## config.mk

```make
export PLATFORM = sky130hd
export DESIGN_NAME = regfile_exec_sequencer
export DESIGN_NICKNAME = d
export VERILOG_FILES = /design/src/rtl/regfile_exec_sequencer.sv
export SDC_FILE = /design/constraint.sdc
export NUM_CORES = 1
export LEC_CHECK = 0
export ABC_AREA = 1
export CAP_MARGIN = 20
export CORE_MARGIN = 1
export CORE_UTILIZATION = 53
export CTS_CLUSTER_SIZE = 24
export DETAILED_ROUTE_END_ITERATION = 16
export MAX_ROUTING_LAYER = met4
export PLACE_DENSITY = 0.81
export SETUP_SLACK_MARGIN = 0.1
export SLEW_MARGIN = 0
export SYNTH_ARGS = -nofsm -noshare
export SYNTH_HDL_FRONTEND = slang
export SYNTH_SLANG_ARGS = --single-unit
export TNS_END_PERCENT = 5
```

## constraint.sdc

```tcl
create_clock -name CLK -period 2.7 [get_ports CLK]
set_clock_uncertainty 0.1 [all_clocks]
set_input_delay 0.405 -clock CLK [delete_from_list [all_inputs] [get_ports CLK]]
set_output_delay 0.405 -clock CLK [all_outputs]
set_load 0.02 [all_outputs]
```

## src/rtl/regfile_exec_sequencer.sv

```systemverilog
`timescale 1ns/1ps
// Multi-cycle execute controller in front of a 4x8 register file:
// accept -> read operands -> ALU -> write back, with Z/C flags and a retire counter.
module regfile_exec_sequencer #(
    parameter int unsigned DATA_W = 8,
    parameter int unsigned ADDR_W = 2,
    localparam int unsigned IW    = 3 + 3*ADDR_W + DATA_W
) (
    input  logic              CLK,
    input  logic              reset,
    input  logic [IW-1:0]     instr,
    input  logic              instr_valid,
    output logic              instr_ready,
    output logic [ADDR_W-1:0] RA1,
    output logic [ADDR_W-1:0] RA2,
    input  logic [DATA_W-1:0] RD1,
    input  logic [DATA_W-1:0] RD2,
    output logic [ADDR_W-1:0] RA3,
    output logic [DATA_W-1:0] WD3,
    output logic              WE3,
    output logic              done,
    output logic              flag_z,
    output logic              flag_c,
    output logic [7:0]        instr_count
);

    localparam int unsigned OP_W    = 3;
    localparam int unsigned CNT_W   = 8;
    localparam int unsigned RS2_LSB = DATA_W;
    localparam int unsigned RS1_LSB = DATA_W + ADDR_W;
    localparam int unsigned RD_LSB  = DATA_W + 2*ADDR_W;
    localparam int unsigned OP_LSB  = DATA_W + 3*ADDR_W;

    typedef enum logic [1:0] {
        IDLE   = 2'd0,
        DECODE = 2'd1,
        EXEC   = 2'd2,
        WRITE  = 2'd3
    } state_t;

    typedef enum logic [OP_W-1:0] {
        OP_ADD = 3'd0,
        OP_SUB = 3'd1,
        OP_AND = 3'd2,
        OP_OR  = 3'd3,
        OP_XOR = 3'd4,
        OP_LDI = 3'd5,
        OP_MOV = 3'd6,
        OP_NOP = 3'd7
    } op_t;

    state_t state, state_d;

    op_t               op_q, op_d;
    logic [ADDR_W-1:0] rd_q, rd_d;
    logic [DATA_W-1:0] imm_q, imm_d;
    logic [DATA_W-1:0] opa_q, opa_d;
    logic [DATA_W-1:0] opb_q, opb_d;
    logic              carry_q, carry_d;

    logic [ADDR_W-1:0] ra1_d, ra2_d, ra3_d;
    logic [DATA_W-1:0] wd3_d;
    logic              we3_d;
    logic              done_d;
    logic              flag_z_d, flag_c_d;
    logic [CNT_W-1:0]  count_d;

    logic              accept;
    logic [DATA_W:0]   alu_sum;
    logic              alu_c;
    logic [DATA_W-1:0] alu_res;

    assign instr_ready = (state == IDLE);
    assign accept      = instr_valid && instr_ready;

    // State register
    always_ff @(posedge CLK or posedge reset) begin
        if (reset) begin
            state <= IDLE;
        end else begin
            state <= state_d;
        end
    end

    // Next-state logic: fixed four-cycle walk once an instruction is taken
    always_comb begin
        state_d = state;
        case (state)
            IDLE:    if (accept) state_d = DECODE;
            DECODE:  state_d = EXEC;
            EXEC:    state_d = WRITE;
            WRITE:   state_d = IDLE;
            default: state_d = IDLE;
        endcase
    end

    // ALU: 9-bit result, top bit is carry (ADD) or borrow (SUB)
    always_comb begin
        alu_sum = '0;
        case (op_q)
            OP_ADD:  alu_sum = {1'b0, opa_q} + {1'b0, opb_q};
            OP_SUB:  alu_sum = {1'b0, opa_q} - {1'b0, opb_q};
            OP_AND:  alu_sum = {1'b0, opa_q & opb_q};
            OP_OR:   alu_sum = {1'b0, opa_q | opb_q};
            OP_XOR:  alu_sum = {1'b0, opa_q ^ opb_q};
            OP_LDI:  alu_sum = {1'b0, imm_q};
            OP_MOV:  alu_sum = {1'b0, opa_q};
            default: alu_sum = '0;
        endcase
    end

    assign alu_c   = alu_sum[DATA_W];
    assign alu_res = alu_sum[DATA_W-1:0];

    // Output / datapath next values; everything holds unless its state touches it
    always_comb begin
        op_d     = op_q;
        rd_d     = rd_q;
        imm_d    = imm_q;
        opa_d    = opa_q;
        opb_d    = opb_q;
        carry_d  = carry_q;
        ra1_d    = RA1;
        ra2_d    = RA2;
        ra3_d    = RA3;
        wd3_d    = WD3;
        we3_d    = 1'b1;
        done_d   = 1'b0;
        flag_z_d = flag_z;
        flag_c_d = flag_c;
        count_d  = instr_count;
        case (state)
            IDLE: begin
                if (accept) begin
                    op_d  = op_t'(instr[OP_LSB +: OP_W]);
                    rd_d  = instr[RD_LSB +: ADDR_W];
                    imm_d = instr[DATA_W-1:0];
                    ra1_d = instr[RS1_LSB +: ADDR_W];
                    ra2_d = instr[RS2_LSB +: ADDR_W];
                end
            end
            DECODE: begin
                opa_d = RD1;
                opb_d = RD2;
            end
            EXEC: begin
                ra3_d   = rd_q;
                wd3_d   = alu_res;
                carry_d = alu_c;
                we3_d   = (op_q == OP_NOP);
            end
            WRITE: begin
                done_d  = 1'b1;
                count_d = instr_count + CNT_W'(1);
                if (op_q != OP_NOP) begin
                    flag_z_d = (WD3 == '0);
                end
                case (op_q)
                    OP_ADD, OP_SUB:         flag_c_d = carry_q;
                    OP_AND, OP_OR, OP_XOR:  flag_c_d = 1'b0;
                    default:                flag_c_d = flag_c;
                endcase
            end
            default: ;
        endcase
    end

    // Registered outputs and operand latches; WE3 is async-set so reset cancels a pending write
    always_ff @(posedge CLK or posedge reset) begin
        if (reset) begin
            op_q        <= OP_NOP;
            rd_q        <= '0;
            imm_q       <= '0;
            opa_q       <= '0;
            opb_q       <= '0;
            carry_q     <= 1'b0;
            RA1         <= '0;
            RA2         <= '0;
            RA3         <= '0;
            WD3         <= '0;
            WE3         <= 1'b1;
            done        <= 1'b0;
            flag_z      <= 1'b0;
            flag_c      <= 1'b0;
            instr_count <= '0;
        end else begin
            op_q        <= op_d;
            rd_q        <= rd_d;
            imm_q       <= imm_d;
            opa_q       <= opa_d;
            opb_q       <= opb_d;
            carry_q     <= carry_d;
            RA1         <= ra1_d;
            RA2         <= ra2_d;
            RA3         <= ra3_d;
            WD3         <= wd3_d;
            WE3         <= we3_d;
            done        <= done_d;
            flag_z      <= flag_z_d;
            flag_c      <= flag_c_d;
            instr_count <= count_d;
        end
    end

endmodule

```

==> impl_metrics.json, run 1 <==
{
  "outcome": "completed",
  "number_of_antenna_violations_at_the_first_check_in_global_routing": 0,
  "route.final.wire_length_microns": 8200,
  "post-place-ws_ps": 155,
  "detail_route.vias_per_cell": 5.20,
  "synth-edff-count": 0,
  "rows": 28,
  "layout-area-overhead-vs-synth_pct": 27.8,
  "fillerInstances": 479,
  "final_max_slew_viol_count": 0,
  "clkSlewWorstSetupHoldPaths_ps": 70,
  "via_count": 2920,
  "clock_insertion_delay_worst_skew_ps": 340,
  "critPathRequiredTime_ps": 2840,
  "netlist.area_leader.share_pct": 39.9,
  "initial_core_util_pct": 56.2,
  "placed_cells": 543,
  "p_leak_nw": 2.14,
  "starting_drc_count_in_detailed_routing": 121,
  "critPathCaptureType": "flop",
  "layout_setup_ws_ps": 226,
  "routedWlPerCell_microns": 14.6,
  "drive_gt1_share_pct": 11.1,
  "vdd_ir_drop_max_mv": 0.660,
  "first_pass_iters": 5,
  "synth_ff_type": "sky130_fd_sc_hd__dfrtp_1",
  "final_antenna_net_count": 0,
  "grt_pass1_wl_microns": 13100,
  "critical_path_arrival_ps": 2610,
  "finish.net_count": 548,
  "startpoint_type": "flop",
  "cts_tree": "yes",
  "cts-htree-levels": 3,
  "syn_area_per_cell_sq_um": 8.26,
  "synth_nets": 477,
  "floorplan.io_pins": 63,
  "max_stage_delay_ps": 570,
  "timing_worst_slew_pin_value_ps": 640,
  "cts_inserted_buffers": 9,
  "cts.sink_count": 58,
  "fin_setup_tns_ps": 0,
  "category_of_the_critical_setup_timing_path": "reg2reg",
  "synth.area.top_cells": "sky130_fd_sc_hd__dfrtp_1 (40%), sky130_fd_sc_hd__nand2_1 (13%), sky130_fd_sc_hd__ha_1 (11%)",
  "timing.slew.headroom_pct": 57.1,
  "gr-usage-all-layers_pct": 27.6,
  "die_y_microns": 81.9,
  "syn_inst": 410,
  "critPathMostFrequentCell": "sky130_fd_sc_hd__nand2_1",
  "total_of_hold_buffers_inserted_after_clock_tree_synthesis": 0,
  "total_power_mw": 5.74,
  "final_cell_count_no_fill": 561,
  "hpwlAfterDp_microns": 6080,
  "syn_area_sq_um": 3390,
  "seq_area_frac_synth_pct": 43.0,
  "timing_hold_violations_final": 0,
  "floorplan.die.width_microns": 81.9,
  "timing.final.crit_period_ps": 2470,
  "detail_route.drc_violations": 0,
  "postSynthRegisterBits": 58,
  "crit_path_cell_trace": "inv_1, nor2_4, inv_2, nand2_1, xor2_1, inv_1, ha_1, or2_2, a21o_1, nand3_1, nand3_1, nand2_1, nand2_1",
  "first_global_vias": 2696,
  "insertedDiodeCount": 0,
  "max_clock_freq_ghz": 0.404,
  "powerDensity_nw_per_um2": 1330,
  "biggest_area_consumer_among_synthesized_cells": "sky130_fd_sc_hd__dfrtp_1",
  "clockRootBuffer": "sky130_fd_sc_hd__clkbuf_8",
  "holdCritPathClass": "in2async",
  "grt_start_max_net_pins": 59,
  "synth-warning-count": 0,
  "overflow": 0,
  "rsz_0062_raised_after_global_routing": "true",
  "timing.critical_path.fanout_max": 6,
  "critical_path.slowest_cell": "sky130_fd_sc_hd__dfstp_2",
  "setup_viol": 0,
  "final_cycle_utilization_of_the_critical_path_pct": 91.6,
  "clock_path_buffers": 2,
  "core_sq_um": 6030,
  "yosysUniqueCellTypes": 36,
  "synth_async_sr_flop_share_pct": 100,
  "maxCapViolCount": 0,
  "design.die.area_sq_um": 6710,
  "gp_congestion": 0.903,
  "io_buffer_count": 62
}
[worst max-delay path: cells and delay by family (launching register included)]
kind | cells | cell delay (ps)
XOR/XNOR | 1 | 140
flip-flops | 1 | 570
buffers and inverters | 3 | 230
AND/OR/NAND/NOR | 7 | 830
adder cells (fa/ha/maj) | 1 | 310
AO/OA/AOI/OAI | 1 | 190
[cell usage after synthesis (2+ instances only)]
| cell type | n |
|---|---|
| sky130_fd_sc_hd__a21oi_1 | 13 |
| sky130_fd_sc_hd__buf_4 | 2 |
| sky130_fd_sc_hd__clkbuf_1 | 6 |
| sky130_fd_sc_hd__dfrtp_1 | 54 |
| sky130_fd_sc_hd__dfstp_2 | 4 |
| sky130_fd_sc_hd__ha_1 | 30 |
| sky130_fd_sc_hd__inv_1 | 48 |
| sky130_fd_sc_hd__inv_2 | 3 |
| sky130_fd_sc_hd__mux2_2 | 10 |
| sky130_fd_sc_hd__nand2_1 | 115 |
| sky130_fd_sc_hd__nand3_1 | 22 |
| sky130_fd_sc_hd__nand3b_1 | 2 |
| sky130_fd_sc_hd__nand4_1 | 3 |
| sky130_fd_sc_hd__nor2_1 | 29 |
| sky130_fd_sc_hd__nor3_1 | 3 |
| sky130_fd_sc_hd__nor4_1 | 2 |
| sky130_fd_sc_hd__o211ai_1 | 2 |
| sky130_fd_sc_hd__o21ai_0 | 28 |
| sky130_fd_sc_hd__o21ai_1 | 2 |
| sky130_fd_sc_hd__o22ai_1 | 3 |
| sky130_fd_sc_hd__or2_2 | 3 |
| sky130_fd_sc_hd__xor2_1 | 12 |
[layout make-up]
class	instances	area, sq um	share of cell area, %
multi-input cells	292	1720	39.8
flip-flops and latches	58	1460	33.7
repair buffers	69	686	15.8
inverters	51	191	4.42
clock buffers	10	138	3.18
well taps	75	93.8	2.17
clock inverters	6	41.3	0.954
[registers in the layout, summed over array words and instances, names as in the netlist, 2 cells and up]
name,flops
op_q,3
imm_q,8
RA2,2
instr_count,8
opb_q,8
WD3,8
RA1,2
opa_q,8
rd_q,2
state,2
RA3,2
[cell usage in the layout (no fill, tap or decap), types with 3 or more instances in the layout]
| cell type | n |
|---|---|
| sky130_fd_sc_hd__dfrtp_1 | 54 |
| sky130_fd_sc_hd__clkdlybuf4s50_1 | 62 |
| sky130_fd_sc_hd__inv_1 | 46 |
| sky130_fd_sc_hd__nand2_1 | 115 |
| sky130_fd_sc_hd__o21ai_0 | 27 |
| sky130_fd_sc_hd__o22ai_1 | 3 |
| sky130_fd_sc_hd__buf_4 | 6 |
| sky130_fd_sc_hd__clkbuf_8 | 10 |
| sky130_fd_sc_hd__nor2_1 | 29 |
| sky130_fd_sc_hd__a21oi_1 | 11 |
| sky130_fd_sc_hd__o21ai_1 | 3 |
| sky130_fd_sc_hd__clkinvlp_4 | 3 |
| sky130_fd_sc_hd__inv_2 | 5 |
| sky130_fd_sc_hd__dfstp_2 | 4 |
| sky130_fd_sc_hd__ha_1 | 29 |
| sky130_fd_sc_hd__mux2_2 | 10 |
| sky130_fd_sc_hd__xor2_1 | 12 |
| sky130_fd_sc_hd__nand4_1 | 3 |
| sky130_fd_sc_hd__nand3_1 | 22 |
| sky130_fd_sc_hd__or2_2 | 3 |
[power breakdown]
part | total [mW] | internal [mW] | switching (mW)
registers | 1.62 | 1.28 | 0.340
logic | 3.39 | 1.38 | 2.01
clock network | 0.727 | 0.357 | 0.370
total | 5.74 | 3.02 | 2.72
[routing by layer]
layer	global-route usage [%]	up-vias	wire length (microns)
li1	-	1456	-
met1	36.2	1358	3780
met2	41.7	93	3880
met3	5.67	13	393
met4	10.7	0	138
met5	-	-	0
[what timing repair did]
action	in CTS	in global routing
hold endpoints to repair	0	0
resized for setup	0	6
setup buffers	0	2
setup endpoints to repair	0	6
[stage by stage]
stage | util [%] | instance area [sq um] | hold WS (ps)
floorplan | - | 3390 | 340
global placement | 68.2 | 4110 | 356
detailed placement | 68.2 | 4110 | 366
CTS | 71.2 | 4290 | 338
global route | 71.8 | 4330 | 361
finish | 71.8 | 4330 | 337
[path summary, 6_finish.rpt]
path / cells past startpoint / startpoint / slack (ps) / endpoint
max in group asynchronous: 3 / reset / 1850 / WE3
worst min-delay path: 3 / reset / 340 / RA1[1]
worst max-delay path: 13 / op_q[0] / 230 / WD3[4]
min in group CLK: 1 / instr_count[7] / 380 / instr_count[7]
worst max register to register: 13 / op_q[0] / 230 / WD3[4]
worst min register to register: 1 / instr_count[7] / 380 / instr_count[7]
[cell families (layout without fill, tap and decap cells)]
logic type                 count (synthesis)  count (layout)  share of synthesized area [%]
AOI/OAI and AO/OA                         52              52                           8.20
xor gates and xnor gates                  13              13                           3.36
adders and majority gates                 31              31                           11.7
buffers and inverters                     60             136                           6.91
DFF                                       58              58                           43.0
muxes                                     10              10                           3.32
and+or+nand+nor                          186             186                           23.5
Power figures use the tool's default switching activity.
==> run 2: changes to the inputs <==
SLEW_MARGIN = default   (was 0)
==> results of run 2 <==
Same layout as run 1: the final DEF is identical, and so are final timing and power.
==> run 3: changes to the inputs <==
ABC_CLOCK_PERIOD_IN_PS = 2700   (was default)
==> results of run 3 <==
Same layout as run 1: the final DEF is identical, and so are final timing and power.
